File: src/rtl/glitc_settings_pkg.sv
// Shared constants for the GLITC settings shadow bank and update scheduler:
// register map, status bit positions, update types and FSM encoding.
package glitc_settings_pkg;

    localparam logic [4:0] ADDR_ATT_BASE = 5'h10;
    localparam logic [4:0] ADDR_STATUS   = 5'h1E;
    localparam logic [4:0] ADDR_ERR      = 5'h1F;

    localparam int ST_NONEMPTY = 8;
    localparam int ST_OVF      = 9;
    localparam int ST_PAUSE    = 30;
    localparam int ST_BUSY     = 31;

    localparam logic UPD_TYPE_DAC = 1'b0;
    localparam logic UPD_TYPE_ATT = 1'b1;

    // Flat channel index: DACs first, then attenuators (max 16 + 8 entries).
    localparam int IDX_W = 5;

    typedef enum logic [1:0] {
        ST_IDLE  = 2'd0,
        ST_ISSUE = 2'd1,
        ST_WAIT  = 2'd2
    } upd_state_e;

endpackage

File: src/rtl/glitc_err_fifo.sv
// Synchronous error-log FIFO. A push while full is accepted only when a pop
// frees the slot in the same cycle; otherwise the entry is dropped.
module glitc_err_fifo
    import glitc_settings_pkg::*;
#(
    parameter int DEPTH = 8,
    parameter int W     = 5,
    parameter int CNT_W = $clog2(DEPTH + 1)
) (
    input  logic             clk_i,
    input  logic             rst_n_i,
    input  logic             push_i,
    input  logic             pop_i,
    input  logic [W-1:0]     data_i,
    output logic [W-1:0]     data_o,
    output logic [CNT_W-1:0] count_o,
    output logic             full_o,
    output logic             empty_o
);

    localparam int PTR_W = $clog2(DEPTH);

    logic [W-1:0]     mem_q [DEPTH];
    logic [PTR_W-1:0] wr_ptr_q;
    logic [PTR_W-1:0] rd_ptr_q;
    logic [CNT_W-1:0] count_q;
    logic             do_push_s;
    logic             do_pop_s;

    assign empty_o   = (count_q == CNT_W'(0));
    assign full_o    = (count_q == CNT_W'(DEPTH));
    assign count_o   = count_q;
    assign data_o    = mem_q[rd_ptr_q];
    assign do_pop_s  = pop_i & ~empty_o;
    assign do_push_s = push_i & (~full_o | do_pop_s);

    // Storage, pointers and occupancy count.
    always_ff @(posedge clk_i or negedge rst_n_i) begin
        if (!rst_n_i) begin
            for (int i = 0; i < DEPTH; i++) begin
                mem_q[i] <= '0;
            end
            wr_ptr_q <= '0;
            rd_ptr_q <= '0;
            count_q  <= '0;
        end else begin
            if (do_push_s) begin
                mem_q[wr_ptr_q] <= data_i;
                wr_ptr_q        <= wr_ptr_q + PTR_W'(1);
            end
            if (do_pop_s) begin
                rd_ptr_q <= rd_ptr_q + PTR_W'(1);
            end
            if (do_push_s && !do_pop_s) begin
                count_q <= count_q + CNT_W'(1);
            end else if (do_pop_s && !do_push_s) begin
                count_q <= count_q - CNT_W'(1);
            end
        end
    end

endmodule

File: src/rtl/glitc_settings_update_scheduler.sv
// Settings shadow bank for GLITC DACs/attenuators with a round-robin update
// scheduler, retry on sequencer error, error log FIFO and pause control.
module glitc_settings_update_scheduler
    import glitc_settings_pkg::*;
#(
    parameter int NUM_DAC   = 8,
    parameter int NUM_ATT   = 6,
    parameter int DAC_W     = 12,
    parameter int ATT_W     = 6,
    parameter int ERR_DEPTH = 8,
    parameter int MAX_RETRY = 3
) (
    input  logic        user_clk_i,
    input  logic        user_rst_n_i,
    input  logic        user_sel_i,
    input  logic        user_wr_i,
    input  logic        user_rd_i,
    input  logic [4:0]  user_addr_i,
    input  logic [31:0] user_dat_i,
    output logic [31:0] user_dat_o,
    output logic        upd_valid_o,
    input  logic        upd_ready_i,
    output logic        upd_type_o,
    output logic [3:0]  upd_chan_o,
    output logic [15:0] upd_value_o,
    output logic        upd_eeprom_o,
    input  logic        upd_done_i,
    input  logic        upd_err_i,
    output logic        busy_o
);

    localparam int NUM_TOT = NUM_DAC + NUM_ATT;
    localparam int ACNT_W  = $clog2(MAX_RETRY + 1);
    localparam int CNT_W   = $clog2(ERR_DEPTH + 1);
    localparam logic [ACNT_W-1:0] MAX_RETRY_C = ACNT_W'(MAX_RETRY);

    logic [DAC_W-1:0]   dac_val_q [NUM_DAC];
    logic [NUM_DAC-1:0] dac_ee_q;
    logic [ATT_W-1:0]   att_val_q [NUM_ATT];
    logic [NUM_TOT-1:0] pending_q, pending_d;
    logic [NUM_TOT-1:0] wr_hit_s;
    upd_state_e         state_q, state_d;
    logic [IDX_W-1:0]   last_q, pick_q, pick_d;
    logic               pick_vld_q, pick_vld_d;
    logic [ACNT_W-1:0]  attempts_q;
    logic               pause_q, ovf_q, busy_q, busy_d;
    logic               upd_valid_q, upd_type_q, upd_eeprom_q;
    logic [3:0]         upd_chan_q;
    logic [15:0]        upd_value_q;

    logic               wr_en_s, ctl_wr_s, pop_s;
    logic               fire_s, accept_s, retry_s, log_s;
    logic               sel_att_s, sel_ee_s;
    logic [3:0]         sel_chan_s;
    logic [15:0]        sel_val_s;
    logic [4:0]         fifo_dat_s;
    logic [CNT_W-1:0]   fifo_cnt_s;
    logic               fifo_full_s, fifo_empty_s;

    assign wr_en_s  = user_sel_i & user_wr_i;
    assign ctl_wr_s = wr_en_s & (user_addr_i == ADDR_STATUS);
    assign pop_s    = user_sel_i & user_rd_i & (user_addr_i == ADDR_ERR) & ~fifo_empty_s;

    // Decode channel writes onto the flat channel index.
    always_comb begin
        wr_hit_s = '0;
        for (int n = 0; n < NUM_DAC; n++) begin
            wr_hit_s[n] = wr_en_s & (user_addr_i == 5'(n));
        end
        for (int n = 0; n < NUM_ATT; n++) begin
            wr_hit_s[NUM_DAC+n] = wr_en_s & (user_addr_i == (ADDR_ATT_BASE + 5'(n)));
        end
    end

    // Shadow value registers.
    always_ff @(posedge user_clk_i or negedge user_rst_n_i) begin
        if (!user_rst_n_i) begin
            for (int n = 0; n < NUM_DAC; n++) begin
                dac_val_q[n] <= '0;
            end
            for (int n = 0; n < NUM_ATT; n++) begin
                att_val_q[n] <= '0;
            end
            dac_ee_q <= '0;
        end else begin
            for (int n = 0; n < NUM_DAC; n++) begin
                if (wr_hit_s[n]) begin
                    dac_val_q[n] <= user_dat_i[DAC_W-1:0];
                    dac_ee_q[n]  <= user_dat_i[31];
                end
            end
            for (int n = 0; n < NUM_ATT; n++) begin
                if (wr_hit_s[NUM_DAC+n]) begin
                    att_val_q[n] <= user_dat_i[ATT_W-1:0];
                end
            end
        end
    end

    // Round-robin pick: lowest pending index above last served, else lowest overall.
    always_comb begin
        logic             hi_found, lo_found;
        logic [IDX_W-1:0] hi_idx, lo_idx;
        hi_found = 1'b0;
        lo_found = 1'b0;
        hi_idx   = '0;
        lo_idx   = '0;
        for (int n = NUM_TOT - 1; n >= 0; n--) begin
            if (pending_q[n]) begin
                if (IDX_W'(n) > last_q) begin
                    hi_found = 1'b1;
                    hi_idx   = IDX_W'(n);
                end else begin
                    lo_found = 1'b1;
                    lo_idx   = IDX_W'(n);
                end
            end else begin
                hi_found = hi_found;
            end
        end
        if (hi_found) begin
            pick_d = hi_idx;
        end else begin
            pick_d = lo_idx;
        end
        pick_vld_d = (state_q == ST_IDLE) & ~fire_s & (hi_found | lo_found);
    end

    // Snapshot of the picked channel's type, channel number, value and EEPROM flag.
    always_comb begin
        sel_att_s  = (pick_q >= IDX_W'(NUM_DAC));
        sel_val_s  = 16'h0000;
        sel_ee_s   = 1'b0;
        sel_chan_s = 4'h0;
        for (int n = 0; n < NUM_DAC; n++) begin
            if (pick_q == IDX_W'(n)) begin
                sel_val_s  = 16'(dac_val_q[n]);
                sel_ee_s   = dac_ee_q[n];
                sel_chan_s = 4'(n);
            end else begin
                sel_ee_s = sel_ee_s;
            end
        end
        for (int n = 0; n < NUM_ATT; n++) begin
            if (pick_q == IDX_W'(NUM_DAC + n)) begin
                sel_val_s  = 16'(att_val_q[n]);
                sel_chan_s = 4'(n);
            end else begin
                sel_ee_s = sel_ee_s;
            end
        end
    end

    // FSM state register.
    always_ff @(posedge user_clk_i or negedge user_rst_n_i) begin
        if (!user_rst_n_i) begin
            state_q <= ST_IDLE;
        end else begin
            state_q <= state_d;
        end
    end

    // FSM next-state logic.
    always_comb begin
        state_d = state_q;
        case (state_q)
            ST_IDLE: begin
                if (pick_vld_q && !pause_q) begin
                    state_d = ST_ISSUE;
                end else begin
                    state_d = ST_IDLE;
                end
            end
            ST_ISSUE: begin
                if (upd_ready_i) begin
                    state_d = ST_WAIT;
                end else begin
                    state_d = ST_ISSUE;
                end
            end
            ST_WAIT: begin
                if (upd_done_i && upd_err_i && (attempts_q < MAX_RETRY_C)) begin
                    state_d = ST_ISSUE;
                end else if (upd_done_i) begin
                    state_d = ST_IDLE;
                end else begin
                    state_d = ST_WAIT;
                end
            end
            default: state_d = ST_IDLE;
        endcase
    end

    // FSM output decode into datapath controls.
    always_comb begin
        fire_s   = 1'b0;
        accept_s = 1'b0;
        retry_s  = 1'b0;
        log_s    = 1'b0;
        case (state_q)
            ST_IDLE:  fire_s   = pick_vld_q & ~pause_q;
            ST_ISSUE: accept_s = upd_ready_i;
            ST_WAIT: begin
                retry_s = upd_done_i & upd_err_i & (attempts_q < MAX_RETRY_C);
                log_s   = upd_done_i & upd_err_i & ~(attempts_q < MAX_RETRY_C);
            end
            default: fire_s = 1'b0;
        endcase
    end

    // Pending bits: clear on selection, then a user write sets (set wins).
    always_comb begin
        pending_d = pending_q;
        for (int n = 0; n < NUM_TOT; n++) begin
            if (fire_s && (pick_q == IDX_W'(n))) begin
                pending_d[n] = 1'b0;
            end else begin
                pending_d[n] = pending_d[n];
            end
            if (wr_hit_s[n]) begin
                pending_d[n] = 1'b1;
            end else begin
                pending_d[n] = pending_d[n];
            end
        end
        busy_d = (|pending_d) | (state_d != ST_IDLE);
    end

    // Scheduler datapath and registered request outputs.
    always_ff @(posedge user_clk_i or negedge user_rst_n_i) begin
        if (!user_rst_n_i) begin
            pending_q    <= '0;
            pick_q       <= '0;
            pick_vld_q   <= 1'b0;
            last_q       <= IDX_W'(NUM_TOT - 1);
            attempts_q   <= '0;
            upd_valid_q  <= 1'b0;
            upd_type_q   <= 1'b0;
            upd_chan_q   <= 4'h0;
            upd_value_q  <= 16'h0000;
            upd_eeprom_q <= 1'b0;
            busy_q       <= 1'b0;
        end else begin
            pending_q  <= pending_d;
            pick_q     <= pick_d;
            pick_vld_q <= pick_vld_d;
            busy_q     <= busy_d;
            if (fire_s) begin
                last_q       <= pick_q;
                attempts_q   <= ACNT_W'(1);
                upd_valid_q  <= 1'b1;
                upd_type_q   <= sel_att_s ? UPD_TYPE_ATT : UPD_TYPE_DAC;
                upd_chan_q   <= sel_chan_s;
                upd_value_q  <= sel_val_s;
                upd_eeprom_q <= sel_att_s ? 1'b0 : sel_ee_s;
            end else if (accept_s) begin
                upd_valid_q <= 1'b0;
            end else if (retry_s) begin
                upd_valid_q <= 1'b1;
                attempts_q  <= attempts_q + ACNT_W'(1);
            end
        end
    end

    // Pause and sticky overflow control; a new overflow beats a clear.
    always_ff @(posedge user_clk_i or negedge user_rst_n_i) begin
        if (!user_rst_n_i) begin
            pause_q <= 1'b0;
            ovf_q   <= 1'b0;
        end else begin
            if (ctl_wr_s) begin
                pause_q <= user_dat_i[ST_PAUSE];
            end
            if (log_s && fifo_full_s && !pop_s) begin
                ovf_q <= 1'b1;
            end else if (ctl_wr_s && user_dat_i[ST_OVF]) begin
                ovf_q <= 1'b0;
            end
        end
    end

    glitc_err_fifo #(
        .DEPTH (ERR_DEPTH),
        .W     (5),
        .CNT_W (CNT_W)
    ) u_err_fifo (
        .clk_i   (user_clk_i),
        .rst_n_i (user_rst_n_i),
        .push_i  (log_s),
        .pop_i   (pop_s),
        .data_i  ({upd_type_q, upd_chan_q}),
        .data_o  (fifo_dat_s),
        .count_o (fifo_cnt_s),
        .full_o  (fifo_full_s),
        .empty_o (fifo_empty_s)
    );

    // Combinational read-back mux.
    always_comb begin
        user_dat_o = 32'h0000_0000;
        for (int n = 0; n < NUM_DAC; n++) begin
            if (user_addr_i == 5'(n)) begin
                user_dat_o = {dac_ee_q[n], 31'(dac_val_q[n])};
            end else begin
                user_dat_o = user_dat_o;
            end
        end
        for (int n = 0; n < NUM_ATT; n++) begin
            if (user_addr_i == (ADDR_ATT_BASE + 5'(n))) begin
                user_dat_o = 32'(att_val_q[n]);
            end else begin
                user_dat_o = user_dat_o;
            end
        end
        if (user_addr_i == ADDR_STATUS) begin
            user_dat_o = {busy_q, pause_q, 20'h00000, ovf_q, ~fifo_empty_s, 8'(fifo_cnt_s)};
        end else if ((user_addr_i == ADDR_ERR) && !fifo_empty_s) begin
            user_dat_o = {1'b1, 26'h0000000, fifo_dat_s};
        end else begin
            user_dat_o = user_dat_o;
        end
    end

    assign upd_valid_o  = upd_valid_q;
    assign upd_type_o   = upd_type_q;
    assign upd_chan_o   = upd_chan_q;
    assign upd_value_o  = upd_value_q;
    assign upd_eeprom_o = upd_eeprom_q;
    assign busy_o       = busy_q;

endmodule

File: config.mk
export PLATFORM = sky130hd
export DESIGN_NAME = glitc_settings_update_scheduler
export DESIGN_NICKNAME = d
export VERILOG_FILES = /design/src/rtl/glitc_settings_pkg.sv /design/src/rtl/glitc_err_fifo.sv /design/src/rtl/glitc_settings_update_scheduler.sv
export SDC_FILE = /design/constraint.sdc
export NUM_CORES = 1
export LEC_CHECK = 0
export CORE_ASPECT_RATIO = 1.5
export CORE_MARGIN = 2
export CORE_UTILIZATION = 53
export CTS_CLUSTER_DIAMETER = 50
export DETAILED_ROUTE_END_ITERATION = 10
export PLACE_DENSITY = 0.74
export SLEW_MARGIN = 20
export SYNTH_ARGS = -nofsm -noshare
export SYNTH_HDL_FRONTEND = slang
export SYNTH_SLANG_ARGS = --single-unit
File: constraint.sdc
create_clock -name user_clk_i -period 2.25 [get_ports user_clk_i]
set_input_delay 0.3375 -clock user_clk_i [delete_from_list [all_inputs] [get_ports user_clk_i]]
set_output_delay 0.3375 -clock user_clk_i [all_outputs]
set_load 0.02 [all_outputs]
After elaboration in Yosys (flattened, before gate mapping)
Cells that the tools add are included.

Logic and storage cells: 399. Input port bits: 45. Output and inout port bits: 56. Register bits after elaboration: 245.

Reduce and logical (&&, ||, !) cells: 40. Equality and inequality tests: 32. Bitwise logic cells: 37. $add $sub $neg: 5. Magnitude comparators: 19. Muxes and demuxes: 219.

Operator list (number): 2-to-1 mux 32 bit (16); 2-to-1 mux 5 bit (56); 2-to-1 mux 16 bit (13); 2-to-1 mux 1 bit (105); 2-to-1 mux 4 bit (18); bitwise mux 40 bit (1); == test 5 x 3 -> 1 bit, second input constant (8); == test 5 bit, second input constant (8); == test 5 x 4 -> 1 bit, second input constant (6); greater-than comparator 4 x 5 -> 1 bit, first input constant (6); bitwise AND 1 bit (27); logical AND 1 bit (24); == test 5 x 2 -> 1 bit, second input constant (4); greater-than comparator 3 x 5 -> 1 bit, first input constant (4); binary-select mux 5 bit (select 3 bit) (1); demux 5 bit (select 3 bit) (1); OR reduction 14 bit (1); 2-to-1 mux 12 bit (1); 2-to-1 mux 2 bit (6); == test 5 x 1 -> 1 bit, second input constant (2); greater-than comparator 1 x 5 -> 1 bit, first input constant (2); greater-than comparator 2 x 5 -> 1 bit, first input constant (2); logical NOT 5 bit (2); greater-or-equal comparator 4 bit, second input constant (2); other kinds (21) (36).

Logic depth before layout (Yosys ltp)
Gate-level depths: netlist of the first run.

Depth after elaboration: 31. Gate-level depth with buffers: 14. Mapped depth without buffers: 12.

By module
A second synthesis of the first run with hierarchy kept.

Cells, all modules: 1148. Area total of the unflattened synthesis: 13335.3 um^2.

By module, submodules not included: glitc_settings_update_scheduler (times used 1, area an instance 10785.3 um^2, sequential area each 4708.3 um^2, cells an instance 984); glitc_err_fifo (times used 1, area an instance 2549.9 um^2, sequential area each 1251.2 um^2, cells an instance 164).

Least setup slack after synthesis of the first run
Ideal clock, no wire load.

Path type: input-to-reg. From: input port user_addr_i[4]. To: register u_err_fifo.count_q[3] (netlist: u_err_fifo.count_o[3]). Setup time: 0.125 ns. Stages: 13. Required time: 2.125 ns. Slack: -0.339 ns. Arrival: 2.464 ns. Path buffers: 1. Cell sequence: buf_4 > nand3_1 > nand2b_4 > nor3_1 > inv_1 > ha_1 > inv_1 > ha_1 > a21o_1 > a21oi_1 > xnor2_1 > nor2_1 > xor2_1.

Cells in the longest elaborated chain, start to end: 9. Elaborated cells on any way between the ends: 12. Those cells by class: eq/ne (1); mux (1); bitwise (5); reduce/logical (5).

Ends and longest elaborated chain: from (decl) (RTL line glitc_settings_update_scheduler.sv:18) `input logic [4:0] user_addr_i,`; == test 5 bit (*) (RTL line glitc_settings_update_scheduler.sv:62) `assign pop_s = user_sel_i & user_rd_i & (user_addr_i == ADDR_ERR) & ~fifo_empty_s;`; bitwise AND 1 bit (*) (2 in series) (RTL line glitc_settings_update_scheduler.sv:62); bitwise AND 1 bit (*) (RTL line glitc_err_fifo.sv:34) `assign do_pop_s = pop_i & ~empty_o;`; OR 1 bit (RTL line glitc_err_fifo.sv:35) `assign do_push_s = push_i & (~full_o | do_pop_s);`; bitwise AND 1 bit (RTL line glitc_err_fifo.sv:35); logical NOT 1 bit (RTL line glitc_err_fifo.sv:56) `end else if (do_pop_s && !do_push_s) begin`; logical AND 1 bit (RTL line glitc_err_fifo.sv:56); nonzero test 2 bit (no source line); to (signal assigned) (RTL line glitc_err_fifo.sv:55) `count_q <= count_q + CNT_W'(1);`; to (signal assigned) (RTL line glitc_err_fifo.sv:57) `count_q <= count_q - CNT_W'(1);`; to (decl) (RTL line glitc_err_fifo.sv:26) `logic [CNT_W-1:0] count_q;`.

Mark *: on every way between the ends. The rest lies on a longest branch, timed or not. A chain may end at the register's enable or synchronous reset.

Worst setup path in the final report of the first run
From: register u_err_fifo.rd_ptr_q[0]. To: output port user_dat_o[2].

Cells in the longest elaborated chain, start to end: 6.

Ends and longest elaborated chain: from (decl) (RTL line glitc_err_fifo.sv:25) `logic [PTR_W-1:0] rd_ptr_q;`; from (signal assigned) (RTL line glitc_err_fifo.sv:52) `rd_ptr_q <= rd_ptr_q + PTR_W'(1);`; NOT 3 -> 4 bit (implied by the code) (RTL line glitc_err_fifo.sv:33) `assign data_o = mem_q[rd_ptr_q];`; binary-select mux 5 bit (select 3 bit) (RTL line glitc_err_fifo.sv:33); 2-to-1 mux 5 bit (implied by the code) (2 in series) (RTL line glitc_err_fifo.sv:33); 2-to-1 mux 32 bit (RTL line glitc_settings_update_scheduler.sv:317) `end else if ((user_addr_i == ADDR_ERR) && !fifo_empty_s) begin`; 2-to-1 mux 32 bit (RTL line glitc_settings_update_scheduler.sv:315) `if (user_addr_i == ADDR_STATUS) begin`; to (decl) (RTL line glitc_settings_update_scheduler.sv:20) `output logic [31:0] user_dat_o,`.

No other way between the ends. The select of a mux whose other input is x is not followed.

==> results of run 1 <==
routing by layer:
| metal | global-route usage (%) | vias to the layer above | share of wire, % |
|---|---|---|---|
| li1 | - | 4805 | - |
| met1 | 39.7 | 5418 | 37 |
| met2 | 55.8 | 468 | 51 |
| met3 | 3.86 | 155 | 6.0 |
| met4 | 17.2 | 0 | 5.9 |
| met5 | 0 | - | 0 |
final cells by class:
type | instances | area [µm²]
clock buffer | 36 | 727
clock inverter | 7 | 73.8
fill | 1807 | 7250
inverter | 21 | 81.3
multi-input combinational | 846 | 6730
sequential | 230 | 5770
tap | 319 | 399
timing repair buffer | 299 | 2630
what timing repair did:
| action | CTS | global route |
|---|---|---|
| hold buffers | 1 | 0 |
| cloned | 1 | 0 |
| setup endpoints to repair | 33 | 21 |
| pin swaps | 28 | 18 |
| gates resized for setup | 143 | 29 |
| hold endpoints to repair | 58 | 0 |
| buffers inserted | 20 | 11 |
kinds of logic after synthesis:
family / Yosys count / share of synthesized area (%)
buffers and inverters: 123 / 4.94
DFF: 230 / 45.3
adders and majority gates: 7 / 0.748
AOI/OAI and AO/OA: 280 / 15.2
and+or+nand+nor: 308 / 12.2
muxes: 220 / 21.0
xor gates and xnor gates: 8 / 0.551
other: 1 / 0.0295
worst paths after layout:
path,startpoint,end,slack [ns],cells past startpoint
max,u_err_fifo.rd_ptr_q[0],user_dat_o[2],-0.37,6
min,user_rst_n_i,u_err_fifo.mem_q[32],0.34,2
max reg2reg,u_err_fifo.count_o[2],u_err_fifo.count_o[3],-0.22,15
min reg2reg,upd_valid_o,upd_valid_o,0.47,1
max in group asynchronous,user_rst_n_i,last_q[0],1.17,3
min in group user_clk_i,user_dat_i[30],pause_q,0.45,3
flip-flops by register name (all words and copies together), names as in the netlist, 2 cells and up:
register,count
att_val_q,36
u_err_fifo.wr_ptr_q,3
upd_chan_o,3
pending_q,14
upd_value_o,12
attempts_q,2
u_err_fifo.rd_ptr_q,3
state_q,2
pick_q,4
u_err_fifo.mem_q,32
dac_val_q,96
last_q,4
dac_ee_q,8
u_err_fifo.count_o,4
power by group:
group	leakage, nW	internal, W	switching, W
sequential	3.01	0.00494	0.000948
clock	0.398	0.00236	0.00167
combinational	4.21	0.00300	0.00342
critical path, stage by stage, from the launching register on:
cell and delay (ns):
dfrtp_1 0.39, buf_6 0.17, mux4_2 0.51, mux2_4 0.30, a21boi_2 0.13, o21ai_1 0.10
buf_4 0.17
stage by stage:
step / power, W / setup TNS, ns / utilization, % / area, µm² / instances
after floorplan: 0.00918 / -0.0818 / - / 12900 / 1199
after global placement: 0.0117 / -46.04 / 63.8 / 15100 / 1689
after detailed placement: 0.0118 / -53.63 / 63.8 / 15100 / 1689
after CTS: 0.0161 / -2.67 / 68.7 / 16200 / 1751
after global routing: 0.0171 / -3.95 / 69.4 / 16400 / 1758
final: 0.0163 / -3.26 / 69.4 / 16400 / 1758
synth_stat cells, drive strengths merged, types with 6 or more instances:
master	count
o2bb2ai	6
nor3	26
ha	6
a31oi	8
dfrtp	227
o21bai	6
nand2b	10
a22oi	14
nor2	63
a32o	8
a21oi	38
a221oi	12
mux2i	35
a21o	10
nand2	126
mux2	167
clkbuf	35
o211ai	7
o221ai	9
nand3	28
o31ai	8
mux4	18
o21a	9
inv	20
buf	67
o21ai	75
and2	6
o22ai	11
nor2b	15
a2bb2oi	6
a222oi	10
placed cells by master, fill, tap and decap left out, types with 9 or more instances in the layout:
cell type / count
nand3_1: 27
o22ai_1: 9
a22oi_1: 12
a21oi_1: 34
buf_4: 211
nor2_1: 51
nor2_2: 9
buf_12: 15
mux2_2: 154
a222oi_1: 10
buf_6: 25
o21a_1: 9
mux2i_1: 34
clkdlybuf4s50_1: 39
o21ai_0: 67
a21o_1: 10
nor3_1: 14
nand2_1: 122
mux4_2: 18
nor2b_1: 14
nand2b_1: 9
a221oi_1: 9
dfrtp_1: 225
conb_1: 23
clkbuf_16: 25
mux2_4: 12
inv_1: 18
==> results_dict.tcl, run 1 <==
set metrics [dict create \
    outcome "finished with violations" \
    violations "negative setup slack" \
    hpwl_um 29400 \
    ant_nets 0 \
    drive_above_1_share_pct 39.3 \
    post_drt_wl_per_cell_um 23.1 \
    cts_tree "done" \
    slew_violations 0 \
    synth_ff_type "dfrtp_1" \
    overflow 0 \
    die-area_um2 25300 \
    vdd.ir_drop.worst_v 0.00102 \
    clk_path_buf_depth 3 \
    vias_per_cell 6.17 \
    synthCells 1177 \
    io_buffers 59 \
    num_vias 10800 \
    setup_viol 14 \
    startpoint_type "flip-flop" \
    required_ns 1.91 \
    syn_area_um2 12700 \
    finalCritPeriodShare_pct 117 \
    setup_ws_ns -0.373 \
    yosys_warnings 0 \
    drc 0 \
    grt_pass1_wl_um 63100 \
    hold_class "input port to asynchronous set/reset pin" \
    dp_slack_ns -0.974 \
    rsz0062_at_grt "yes" \
    fin_skew_ns 0.0108 \
    die_w_um 130 \
    avgSynthCellArea_um2 10.8 \
    p_leak_nw 7.62 \
    clk_pin_slew_ns 0.06 \
    fp.coreArea_um2 23700 \
    seq_area_frac_synth_pct 45.3 \
    syn2layout_area_growth_pct 29.1 \
    critPathMaxFanout 6 \
    cts_made_buffers 24 \
    yosysTopAreaCell "dfrtp_1" \
    drt_iter0_drc 883 \
    die_height_um 194 \
    cts_max_level 1 \
    synth_edf_count 0 \
    ys_ff_latch 230 \
    synth_top_area_share_pct 44.7 \
    hold-worst-slack_ns 0.343 \
    p_per_area_nw_per_um2 995 \
    layout_min_cycle_time_ns 2.62 \
    clock-sinks 230 \
    cp.arrival_ns 2.29 \
    diodes 0 \
    end_kind "output pin" \
    clock_latency_ns 0.53 \
    hold_viol 0 \
    synth_cell_type_count 81 \
    grt_max_degree 63 \
    finalWeightedCongestion 0.960 \
    ioPinCount 101 \
    tightest_slew_ns 0.658 \
    nets 1474 \
    synth_area_leaders "dfrtp_1 (45%), mux2_2 (14%), nand2_1 (3.7%)" \
    grt_pass1_vias 11300 \
    synthArstFlopShare_pct 100 \
    fmax_mhz 381 \
    clockRootBuffer "clkbuf_16" \
    critPathKind "flip-flop to output pin" \
    maxCapViolations 0 \
    initial_utilization_pct 53.7 \
    max_slew_margin_pct 56.0 \
    drtPass1Iterations 5 \
    wl_um 40600 \
    antenna_found_initial 0 \
    gr-usage-all-layers_pct 32.6 \
    rows 69 \
]
Power figures use the tool's default switching activity.
==> run 2: changes to the inputs <==
- CTS_CLUSTER_DIAMETER: 50 -> not set
==> run 2 against run 1 <==
Compared with the run above: the flow still finishes with violations (negative setup slack); cell count fell by 0.51%; largest power group unchanged; hold slack improved by 0.029 ns; first-iteration DRC count fell by 9.5%.
==> results_dict.tcl, run 2 (same netlist as run 1, synthesis figures left out) <==
set metrics [dict create \
    outcome "finished with violations" \
    violations "negative setup slack" \
    seq_area_um2 5770 \
    diodes 0 \
    maxCapViolations 0 \
    fp.coreArea_um2 23700 \
    vdd.ir_drop.worst_v 0.000673 \
    layout_common_cells "dfrtp_1 (225), buf_4 (205), mux2_2 (153), nand2_1 (121), o21ai_0 (67)" \
    ioPinCount 101 \
    p_per_area_nw_per_um2 990 \
    die-area_um2 25300 \
    ant_nets 0 \
    slew_violations 0 \
    critPathKind "flip-flop to output pin" \
    cts_made_buffers 23 \
    hold_viol 0 \
    hpwl_um 29400 \
    rsz0062_at_grt "yes" \
    finalWeightedCongestion 0.960 \
    drtPass1Iterations 7 \
    cp.arrival_ns 2.29 \
    syn2layout_area_growth_pct 28.4 \
    overflow 0 \
    antenna_found_initial 0 \
    power_w 0.0162 \
    cts_tree "done" \
    multi_input_area_um2 6710 \
    clockRootBuffer "clkbuf_16" \
    hold_class "input port to asynchronous set/reset pin" \
    grt_max_degree 63 \
    clk_pin_slew_ns 0.06 \
    grt_pass1_vias 11200 \
    clock-sinks 230 \
    p_leak_nw 7.58 \
    clock_latency_ns 0.52 \
    gr-usage-all-layers_pct 32.2 \
    initial_utilization_pct 53.7 \
    setup_viol 12 \
    drive_above_1_share_pct 38.5 \
    die_height_um 194 \
    num_vias 10700 \
    critPathMaxFanout 6 \
    clk_path_buf_depth 3 \
    stdcell_area_um2 16300 \
    grt_pass1_wl_um 62700 \
    cts_max_level 1 \
    required_ns 1.91 \
    fmax_mhz 380 \
    largest_reg_flops 96 \
    layout_commonest_cell "dfrtp_1" \
    io_buffers 59 \
    fin_tns_setup_ns -2.77 \
    reg_top3 "dac_val_q x96, att_val_q x36, u_err_fifo.mem_q x32" \
    startpoint_type "flip-flop" \
    wl_um 40200 \
    nets 1467 \
    die_w_um 130 \
    drt_iter0_drc 799 \
    end_kind "output pin" \
    fin_skew_ns 0.00946 \
    postPlaceCellArea_um2 15100 \
    nFillCells 1803 \
    vias_per_cell 6.13 \
    tightest_slew_ns 0.665 \
    max_slew_margin_pct 55.5 \
    dp_slack_ns -0.974 \
    hold-worst-slack_ns 0.372 \
    finalCritPeriodShare_pct 117 \
    drc 0 \
    setup_ws_ns -0.379 \
    rows 69 \
    post_drt_wl_per_cell_um 23.0 \
    layout_min_cycle_time_ns 2.63 \
    top_register "dac_val_q" \
]
-- run 2: changes by cell type in the layout (fill, tap and decap cells not counted), moves of 2 or more --
cell / before / now
buf_12: 15 / 17
clkbuf_16: 25 / 23
buf_2: 5 / 3
buf_4: 211 / 205
a21oi_2: 4 / 2
a21oi_1: 34 / 36
-- run 2: worst paths after layout --
path,startpoint,to,slack [ns],depth (start not counted)
hold / removal,user_rst_n_i,u_err_fifo.mem_q[32],0.37,2
setup reg to reg,u_err_fifo.count_o[0],u_err_fifo.count_o[3],-0.12,14
setup / recovery,u_err_fifo.rd_ptr_q[0],user_dat_o[2],-0.38,6
max in group asynchronous,user_rst_n_i,last_q[0],1.16,3
min in group user_clk_i,user_dat_i[30],pause_q,0.47,3
hold reg to reg,upd_valid_o,upd_valid_o,0.48,1
-- run 2: worst max-delay path, stage by stage, from the launching register on --
cell and delay (ns):
dfrtp_1 0.39, buf_6 0.17, mux4_2 0.51, mux2_4 0.30
a21boi_2 0.14, o21ai_1 0.10, buf_4 0.17
-- run 2: final cells by class --
| type | count | share of cell area [%] |
|---|---|---|
| well taps | 319 | 2.45 |
| multi-input cells | 846 | 41.1 |
| clock inverters | 6 | 0.514 |
| inverters | 21 | 0.498 |
| clock buffers | 34 | 4.09 |
| flip-flops and latches | 230 | 35.4 |
| repair buffers | 293 | 16.0 |
-- run 2: metrics by stage --
stage | cells | util [%]
finish | 1749 | 69.0
global route | 1749 | 69.0
CTS | 1742 | 68.4
detailed placement | 1689 | 63.8
global placement | 1689 | 63.8
floorplan | 1199 | -
-- run 2: where the power goes --
part	switching (W)	internal, W
Sequential	0.000935	0.00494
Combinational	0.00340	0.00299
Clock	0.00161	0.00227
-- run 2: timing repair --
item	in CTS	in global routing
resized for setup	142	28
pin swaps	30	21
endpoints found under the hold margin	58	0
gates cloned	1	0
setup buffers	14	11
hold buffers	1	0
endpoints found under the setup margin	33	21
-- run 2: per-layer routing --
layer,global-route usage (%),share of wire (%)
met3,3.95,5.4
met2,56.1,51
met5,0,0
met4,15.0,5.3
met1,39.2,38
